### src/rtl/up_down_sweep_ctrl.sv
// Triangular sweep sequencer: drives a BITS-wide counter lo->hi->lo with a
// programmable dwell at each end, repeated reps times, then pulses done.
module up_down_sweep_ctrl #(
    parameter int BITS       = 4,
    parameter int REP_BITS   = 4,
    parameter int DWELL_BITS = 4
) (
    input  logic                  clk,
    input  logic                  reset_n,
    input  logic                  start,
    input  logic                  abort,
    input  logic [BITS-1:0]       lo,
    input  logic [BITS-1:0]       hi,
    input  logic [REP_BITS-1:0]   reps,
    input  logic [DWELL_BITS-1:0] dwell,
    output logic [BITS-1:0]       count,
    output logic                  up,
    output logic                  busy,
    output logic                  done,
    output logic                  err
);

    typedef enum logic [2:0] {
        IDLE, UP, DWELL_HI, DOWN, DWELL_LO, DONE
    } state_t;

    state_t                state, state_nxt;
    logic [BITS-1:0]       count_nxt;
    logic [BITS-1:0]       lo_l, lo_nxt;
    logic [BITS-1:0]       hi_l, hi_nxt;
    logic [DWELL_BITS-1:0] dwell_l, dwell_nxt;
    logic [DWELL_BITS-1:0] dcnt, dcnt_nxt;
    logic [REP_BITS-1:0]   rcnt, rcnt_nxt;
    logic                  err_nxt;
    logic                  active;

    assign active = (state == UP) || (state == DWELL_HI) ||
                    (state == DOWN) || (state == DWELL_LO);
    assign busy   = active;
    assign done   = (state == DONE);
    assign up     = !((state == DOWN) || (state == DWELL_LO));

    always_comb begin
        state_nxt = state;
        count_nxt = count;
        lo_nxt    = lo_l;
        hi_nxt    = hi_l;
        dwell_nxt = dwell_l;
        dcnt_nxt  = dcnt;
        rcnt_nxt  = rcnt;
        err_nxt   = 1'b0;
        case (state)
            IDLE: begin
                // abort outranks start even while idle: nothing is accepted
                if (start && !abort) begin
                    if (lo > hi) begin
                        err_nxt = 1'b1;
                    end else begin
                        lo_nxt    = lo;
                        hi_nxt    = hi;
                        dwell_nxt = dwell;
                        rcnt_nxt  = reps;
                        count_nxt = lo;
                        state_nxt = (reps == '0) ? DONE : UP;
                    end
                end
            end
            UP: begin
                if (count == hi_l) begin
                    state_nxt = DWELL_HI;
                    dcnt_nxt  = dwell_l;
                end else begin
                    count_nxt = count + 1'b1;
                end
            end
            DWELL_HI: begin
                if (dcnt == '0) state_nxt = DOWN;
                else            dcnt_nxt  = dcnt - 1'b1;
            end
            DOWN: begin
                if (count == lo_l) begin
                    state_nxt = DWELL_LO;
                    dcnt_nxt  = dwell_l;
                end else begin
                    count_nxt = count - 1'b1;
                end
            end
            DWELL_LO: begin
                if (dcnt != '0) begin
                    dcnt_nxt = dcnt - 1'b1;
                end else if (rcnt == REP_BITS'(1)) begin
                    state_nxt = DONE;
                end else begin
                    rcnt_nxt  = rcnt - 1'b1;
                    state_nxt = UP;
                end
            end
            DONE:    state_nxt = IDLE;
            default: state_nxt = IDLE;
        endcase

        // abort freezes count where it stands; no done is produced
        if (abort && active) begin
            state_nxt = IDLE;
            count_nxt = count;
            dcnt_nxt  = dcnt;
            rcnt_nxt  = rcnt;
        end
    end

    always_ff @(posedge clk) begin
        if (!reset_n) begin
            state   <= IDLE;
            count   <= '0;
            lo_l    <= '0;
            hi_l    <= '0;
            dwell_l <= '0;
            dcnt    <= '0;
            rcnt    <= '0;
            err     <= 1'b0;
        end else begin
            state   <= state_nxt;
            count   <= count_nxt;
            lo_l    <= lo_nxt;
            hi_l    <= hi_nxt;
            dwell_l <= dwell_nxt;
            dcnt    <= dcnt_nxt;
            rcnt    <= rcnt_nxt;
            err     <= err_nxt;
        end
    end

endmodule

### config.mk
export PLATFORM = sky130hd
export DESIGN_NAME = up_down_sweep_ctrl
export DESIGN_NICKNAME = d
export VERILOG_FILES = /design/src/rtl/up_down_sweep_ctrl.sv
export SDC_FILE = /design/constraint.sdc
export NUM_CORES = 1
export LEC_CHECK = 0
export ABC_AREA = 1
export CORE_MARGIN = 5
export CORE_UTILIZATION = 40
export DETAILED_ROUTE_END_ITERATION = 6
export PLACE_DENSITY_LB_ADDON = 0.2
export SETUP_SLACK_MARGIN = 0.5
export SLEW_MARGIN = 25
export SYNTH_ARGS = -nofsm -noshare
export SYNTH_HDL_FRONTEND = slang
export SYNTH_SLANG_ARGS = --single-unit
### constraint.sdc
create_clock -name clk -period 2.55 [get_ports clk]
set_clock_uncertainty 0.15 [all_clocks]
set_input_delay 0.3825 -clock clk [delete_from_list [all_inputs] [get_ports clk]]
set_output_delay 0.3825 -clock clk [all_outputs]
set_load 0.03 [all_outputs]
Word-level counts from Yosys, hierarchy flattened:

Index checks and enable logic that the tools add are counted.

* register bits: 28
* bits of input ports: 20
* output and inout port bits: 8
* logic and storage cells: 82

* add/sub/neg operators: 4
* magnitude comparators: 1
* equal/unequal tests: 19
* mux-type cells: 25
* bitwise gates (word level): 3
* reduce and logical (&&, ||, !) cells: 22

Operator list (number)
* 2-to-1 mux 4 bit: 12
* 2-to-1 mux 3 bit: 8
* AND reduction 6 bit: 4
* case mux 4 bit (4 select lines): 1
* case mux 3 bit (5 select lines): 1
* != test 2 bit, second input constant: 7
* case mux 4 bit (3 select lines): 1
* subtractor 4 x 1 -> 4 bit, second input constant: 3
* == test 4 bit: 2
* zero test 4 bit: 2
* != test 2 x 1 -> 1 bit, second input constant: 4
* case mux 4 bit (2 select lines): 1
* nonzero test 4 bit: 2
* == test 3 x 2 -> 1 bit, second input constant: 2
* == test 3 bit, second input constant: 2
* AND reduction 3 bit: 2
* adder 4 x 1 -> 4 bit, second input constant: 1
* == test 4 x 1 -> 1 bit, second input constant: 1
* > comparator 4 bit: 1
* logical OR 1 bit: 4
* == test 3 x 1 -> 1 bit, second input constant: 1
* zero test 3 bit: 1
* NOT 1 bit: 3
* nonzero test 3 bit: 1
* 5 further kinds: 7

Depth between registers and ports, before layout:

Gate-level depths: netlist of run 1.

* depth after elaboration: 7
* depth in mapped cells: 14
* depth with buffers taken out: 14

Worst setup path before layout of run 1:

OpenSTA, ideal clock, no wires.

* kind: reg2reg
* start: register state[2]
* end: register count[3]
* library setup time: 114 ps
* arrival: 1656 ps
* required time: 2286 ps
* setup slack: 630 ps
* cell stages (with the launch flop): 15
* path buffers: 0
* period minus slack after synthesis: 1920 ps
* cells stage by stage: dfxtp_1 -> inv_2 -> nand3_2 -> inv_2 -> ha_1 -> nand2_1 -> nand2_1 -> nor2_1 -> inv_1 -> nand2_1 -> nand2_1 -> mux2i_1 -> nand2_1 -> nand2_1 -> nor2_1

* word-level cells in the longest chain between the ends: 7
* elaborated cells between the ends (all ways): 17
* those cells by class: eq/ne (8); mux (1); bitwise (1); reduce/logical (7)

RTL lines
* from (decl): line 27 `state_t state, state_nxt;`
* from (signal assigned): line 122 `state <= state_nxt;`
* == test 3 x 1 -> 1 bit or == test 3 x 2 -> 1 bit (tied branches): line 37, 52
* logical OR 1 bit (2 in a row): line 37 `assign active = (state == UP) || (state == DWELL_HI) ||`
* logical OR 1 bit: line 38 `(state == DOWN) || (state == DWELL_LO);`
* logical AND 1 bit: line 103 `if (abort && active) begin`
* NOT 1 bit (no line)
* AND reduction 6 bit (no line)
* to (signal assigned): line 123 `count <= count_nxt;`
* to (decl): line 16 `output logic [BITS-1:0] count,`

Parallel ways exist; a longest one is shown, timed or not.
A chain may end at the register's enable or synchronous reset.

Final worst setup path of run 1:

* start: register count[2]
* end: output port count[2]

No word-level cell between the ends.

==> implementation parameters, run 1 <==
Parameter                              Value

Power and ir drop
  Clock power share    11.9%
  Leakage power of the design    roughly 1.2 nW
  Seq pwr share    between 20% and 30%
  Combinational cell fraction of total power    around three fifths
  Cell Pwr Density    1000 mW/mm^2
  Net switching fraction of the power    ~49%
  Internal power of the cells    1.24 mW
  Reported net switching power    1.19 mW
  Worst supply voltage drop on vdd    between 0.0005 and 0.0006 V
  Tot Pwr    roughly 2.4 mW

Cells and area
  Multi-input logic area    0.00122 mm^2
  Fraction of final layout cells sized beyond drive strength 1    between 10% and 20%
  Flip-flop and latch area    between 500 and 600 um^2
  Nets    roughly 360
  Layout fillers    between 400 and 500
  Number of diodes added for antenna fixing    0
  Final Instance Area    around 0.0024 mm^2
  Area overhead of the layout relative to synthesis    26.4%

Synth
  Proportion of register bits with asynchronous set or reset after synthesis    0%
  Cell Area, Synth    0.00191 mm^2
  YS warnings    0
  Dominant cell type by area after synthesis    sky130_fd_sc_hd__dfxtp_1
  EDFF count, synth    0
  Flop and latch count out of synthesis    28
  Area share of the largest cell type after synthesis    29.3%
  Proportion of synthesized chip area in sequential cells    between 20 and 30%
  Most frequent cell after synthesis    sky130_fd_sc_hd__nand2_1
  Post-synthesis area per instance    ~6.4 um^2
  Synth area leaders    sky130_fd_sc_hd__dfxtp_1 (29%), sky130_fd_sc_hd__nand2_1 (17%), sky130_fd_sc_hd__inv_1 (7.8%)
  Synth Net Count    ~330
  Count of mapped cells out of synthesis    298
  Synth Flop Type    sky130_fd_sc_hd__dfxtp_1
  Distinct cell type count after synthesis    33
  Top cell types by occurrence after synthesis    sky130_fd_sc_hd__nand2_1 (85), sky130_fd_sc_hd__inv_1 (40), sky130_fd_sc_hd__nor2_1 (40)

STA
  Count of final max-slew check failures    0
  Max transition margin    between 70% and 80%
  Final count of negative-setup-slack endpoints    0
  Fmax    just under 0.5 GHz
  Worst hold slack across all endpoints    0.306 ns
  Min Tclk post-route    approximately 2.0 ns
  Final period util    about four fifths
  Setup TNS after final layout    0 ns
  Unrepaired setup endpoints after global routing    yes
  Count of endpoints failing hold in the final timing report    0
  Transition time at the pin with the least slew margin    approximately 0.38 ns
  Worst-case setup margin in the final layout    0.506 ns

Worst setup path
  CP top delay family    buffers and inverters
  Buffers & Inverters on Critical Path    1
  Signal arrival time at the worst endpoint    ~1.5 ns
  Ordered cell list for the critical path    clkdlybuf4s50_1
  Critical path's largest stage delay    between 0.7 and 0.8 ns
  Library cell contributing the largest single delay on the critical path    sky130_fd_sc_hd__clkdlybuf4s50_1
  Setup CP Type    reg -> out
  Top fanout value on the critical path    6
  Kind of end point of the critical path    primary output
  Startpoint type of the worst setup path    flip-flop
  Critical path required time    between 2 and 2.5 ns

Placed design
  Worst slack at placement    roughly 0.14 ns
  Input/output buffers    27
  Placed Instance Area    ~0.0022 mm^2
  GP Congestion    approximately 0.8
  DPL Wire Length    ~3400 um

Die
  Number of primary I/O pins    28
  Number of rows created at floorplan    25
  Floorplan die width    approximately 80 um
  Die height    roughly 79 um
  Floorplan die area    about 0.0063 mm^2
  Effective utilization at floorplan    roughly 41%
  Std-Cell Core Area    0.00469 mm^2

Detailed routing
  Final antenna-violating net count    0
  Number of DRC markers in iteration 0    69
  Final wirelength    4480 um
  Pre-antenna DRT Iters    4
  Via count    between 1500 and 2000
  Vias per Instance    4.71
  DRC violation count after routing    0
  Average wire per standard cell    around 12 um

Clocking
  Total clock buffers created by CTS    3
  TritonCTS sink count    28
  Clock-pin slew on the worst setup and hold paths    0.11 ns
  Clock Tree Root    sky130_fd_sc_hd__clkbuf_8
  Clock network latency to the later pin of the worst-skew pair    roughly 0.28 ns
  CTS hold repair buffers    0
  H-tree Lvls    1
  TritonCTS clock tree    done
  Maximum buffer depth of the clock tree    2

Global route
  Wire length of the first global-routing pass    7600 um
  Pin count of the biggest net entering global routing    27
  Initial antenna violation count    0
  Number of global-route vias before repair    1646
  Remaining Overflow, GRT    0
  Global routing usage summed across all routing layers    15.2%

Worst hold path
  Min-Delay Path Class    reg -> reg

Run status
  Run status    complete, no violations

Flow run
  Count of max-cap constraint violations    0
==> sequential cells by signal, indices dropped and copies added, names as in the netlist <==
register,count
rcnt,4
state,3
lo_l,4
hi_l,4
count,4
dcnt,4
dwell_l,4
err,1
==> path summary, 6_finish.rpt <==
kind / endpoint / slack (ns) / cells past startpoint / from
worst min-delay path: dwell_l[1]$_SDFFE_PN0P_ / 0.31 / 2 / dwell_l[1]$_SDFFE_PN0P_
worst max-delay path: count[2] / 0.51 / 1 / count[2]$_SDFFE_PN0P_
worst min register to register: dwell_l[1]$_SDFFE_PN0P_ / 0.31 / 2 / dwell_l[1]$_SDFFE_PN0P_
worst max register to register: count[3]$_SDFFE_PN0P_ / 0.64 / 14 / state[2]$_SDFFE_PP0P_
==> placed cells by master, fill, tap and decap left out, types with 5 or more instances in the layout <==
cell type,instances
sky130_fd_sc_hd__a21oi_1,13
sky130_fd_sc_hd__o21ai_1,9
sky130_fd_sc_hd__nand2_4,5
sky130_fd_sc_hd__nand2_2,5
sky130_fd_sc_hd__clkdlybuf4s50_1,22
sky130_fd_sc_hd__o21ai_0,18
sky130_fd_sc_hd__nor2_1,37
sky130_fd_sc_hd__inv_1,40
sky130_fd_sc_hd__nand3_1,9
sky130_fd_sc_hd__nand2_1,82
sky130_fd_sc_hd__dfxtp_1,25
sky130_fd_sc_hd__ha_1,7
==> metrics by stage <==
step | cells | util (%)
2_1_floorplan | 298 | -
3_3_place_gp | 377 | 47.9
3_5_place_dp | 377 | 47.9
4_1_cts | 381 | 49.3
5_1_grt | 384 | 51.6
6_report | 384 | 51.6
==> logic make-up after synthesis <==
group           Yosys count  share of synthesized area, %
compound gates           47                          13.7
flops                    28                          29.3
buf+inv                  52                          10.6
fa+ha+maj                10                          6.93
xor+xnor                  3                          1.37
mux                       2                          1.05
simple gates            156                          37.1
==> per-layer routing <==
metal | up-vias | GRT usage, % | part of all wire [%] | routed length (um)
met5 | - | 0 | 0 | 0
met4 | 0 | 4.47 | 1.2 | 53
met3 | 6 | 2.83 | 4.9 | 220
met2 | 41 | 23.8 | 44 | 1970
met1 | 764 | 21.1 | 50 | 2230
li1 | 997 | - | - | -
==> power groups by stage <==
stage | sequential, mW | combinational, mW | clock, mW
after floorplan | 0.704 | 1.02 | 0
after CTS | 0.685 | 1.37 | 0.294
final | 0.694 | 1.44 | 0.289
after detailed placement | 0.692 | 1.37 | 0
after global routing | 0.715 | 1.64 | 0.319
after global placement | 0.688 | 1.36 | 0
==> final cells by class <==
| cell class | instances | area share (%) |
|---|---|---|
| Tap cell | 54 | 2.79 |
| Timing Repair Buffer | 33 | 13.3 |
| Sequential cell | 28 | 23.5 |
| Clock buffer | 4 | 2.28 |
| Multi-Input combinational cell | 218 | 50.5 |
| Inverter | 47 | 7.60 |
==> what timing repair did <==
item                       in CTS  in global routing
resized for setup              11                 27
setup endpoints to repair      11                 23
setup buffers                   0                  3
pin swaps                       0                  6
(Power assumes the default switching activity.)
==> run 2, diff against run 1 <==
clock period = 1.7 ns   (was 2.55 ns; I/O delays follow)
==> implementation parameters, run 2 (same netlist as run 1, synthesis figures left out) <==
Parameter                              Value

Run status
  Run status    finished with violations
  Violated checks    setup timing

Clocking
  Clock Tree Root    sky130_fd_sc_hd__clkbuf_8
  Clock network latency to the later pin of the worst-skew pair    about 0.28 ns
  Maximum buffer depth of the clock tree    2
  TritonCTS clock tree    done
  CTS hold repair buffers    0
  TritonCTS sink count    28
  Clock-pin slew on the worst setup and hold paths    approximately 0.1 ns
  Total clock buffers created by CTS    3
  H-tree Lvls    1

Die
  Number of primary I/O pins    28
  Number of rows created at floorplan    25
  Std-Cell Core Area    0.00469 mm^2
  Effective utilization at floorplan    roughly two fifths
  Die height    just under 80 um
  Floorplan die area    around 0.0063 mm^2
  Floorplan die width    approximately 79 um

Detailed routing
  Final wirelength    about 5000 um
  Pre-antenna DRT Iters    4
  Via count    around 2000
  Final antenna-violating net count    0
  Average wire per standard cell    between 10 and 15 um
  DRC violation count after routing    0
  Number of DRC markers in iteration 0    roughly 110
  Vias per Instance    between 4 and 5

STA
  Count of final max-slew check failures    0
  Setup TNS after final layout    -0.0656 ns
  Final count of negative-setup-slack endpoints    4
  Worst-case setup margin in the final layout    -0.0305 ns
  Fmax    approximately 0.58 GHz
  Unrepaired setup endpoints after global routing    yes
  Final period util    102%
  Count of endpoints failing hold in the final timing report    0
  Max transition margin    around 78%
  Min Tclk post-route    about 1.7 ns
  Transition time at the pin with the least slew margin    0.334 ns

Power and ir drop
  Cell Pwr Density    1580 mW/mm^2
  Leakage power of the design    ~1.4 nW
  Worst supply voltage drop on vdd    roughly 0.00088 V
  Tot Pwr    between 4 and 5 mW

Placed design
  Instance count after placement with tap cells included    between 300 and 400
  Worst slack at placement    -0.454 ns
  GP Congestion    approximately 0.8
  DPL Wire Length    around 3600 um
  Input/output buffers    27

Worst setup path
  Signal arrival time at the worst endpoint    1.33 ns
  Critical path required time    1.29 ns
  Setup CP Type    reg -> out
  Kind of end point of the critical path    primary output
  Startpoint type of the worst setup path    flip-flop
  Top fanout value on the critical path    4

Global route
  Initial antenna violation count    0
  Wire length of the first global-routing pass    about 8500 um
  Number of global-route vias before repair    a little under 2000
  Global routing usage summed across all routing layers    between 10% and 20%
  Remaining Overflow, GRT    0
  Pin count of the biggest net entering global routing    27

Flow run
  Count of max-cap constraint violations    0

Worst hold path
  Min-Delay Path Class    in -> reg

Cells and area
  Number of diodes added for antenna fixing    0
  Count of placed standard cells in the final layout, fillers left out    roughly 420
  Flip-flop and latch area    slightly below 600 um^2
  Multi-input logic area    approximately 0.0014 mm^2
  Fraction of final layout cells sized beyond drive strength 1    a little under 40%
  Nets    ~390
  Layout fillers    approximately 420
  Most frequent cells in the layout    sky130_fd_sc_hd__nand2_1 (63), sky130_fd_sc_hd__inv_1 (30), sky130_fd_sc_hd__buf_4 (27)
  Most common library cell in the layout ignoring fill and taps    sky130_fd_sc_hd__nand2_1
  Area overhead of the layout relative to synthesis    55.3%
## run 2: layer usage
metal	GRT usage (%)	vias to the layer above	wire, um
li1	-	1074	-
met1	23.9	870	2480
met2	26.0	41	2190
met3	1.70	8	203
met4	6.36	0	81
met5	0	-	0
## run 2: cell type report
| cell class | instances | area share, % |
|---|---|---|
| Clock buffer | 4 | 2.23 |
| Inverter | 47 | 6.61 |
| Multi-Input combinational cell | 218 | 48.6 |
| Sequential cell | 28 | 19.7 |
| Tap cell | 54 | 2.27 |
| Timing Repair Buffer | 65 | 20.5 |
## run 2: per-stage QoR
stage / cell area (um^2) / hold slack [ns] / util [%]
after global placement: 2530 / 0.283 / 54.0
after floorplan: 2040 / 0.243 / -
final: 2970 / 0.244 / 63.4
after detailed placement: 2530 / 0.289 / 54.0
after CTS: 2770 / 0.244 / 59.0
after global routing: 2970 / 0.291 / 63.4
## run 2: critical path: stages (launching register included)
cell and delay [ns]:
sky130_fd_sc_hd__dfxtp_4 0.37, sky130_fd_sc_hd__buf_6 0.12, sky130_fd_sc_hd__nor2_4 0.16, sky130_fd_sc_hd__nand2_4 0.12, sky130_fd_sc_hd__inv_4 0.10, sky130_fd_sc_hd__nor2_4 0.04
sky130_fd_sc_hd__buf_6 0.13
## run 2: power by group
group | internal (mW) | switching [mW]
sequential | 0.871 | 0.194
clock | 0.257 | 0.221
combinational | 1.37 | 1.79
total | 2.50 | 2.20
## run 2: path summary, 6_finish.rpt
check,from,to,cells past startpoint,slack [ns]
worst max-delay path,state[1]$_SDFFE_PP0P_,up,6,-0.03
worst min-delay path,hi[1],hi_l[1]$_SDFFE_PN0P_,3,0.24
worst max register to register,state[1]$_SDFFE_PP0P_,count[3]$_SDFFE_PN0P_,12,-0.02
worst min register to register,dwell_l[0]$_SDFFE_PN0P_,dwell_l[0]$_SDFFE_PN0P_,2,0.30
## run 2: repair_timing
item	in CTS	in global routing
gates resized for setup	81	51
buffers inserted	7	6
cloned	0	0
endpoints found under the setup margin	36	35
pin swaps	18	35
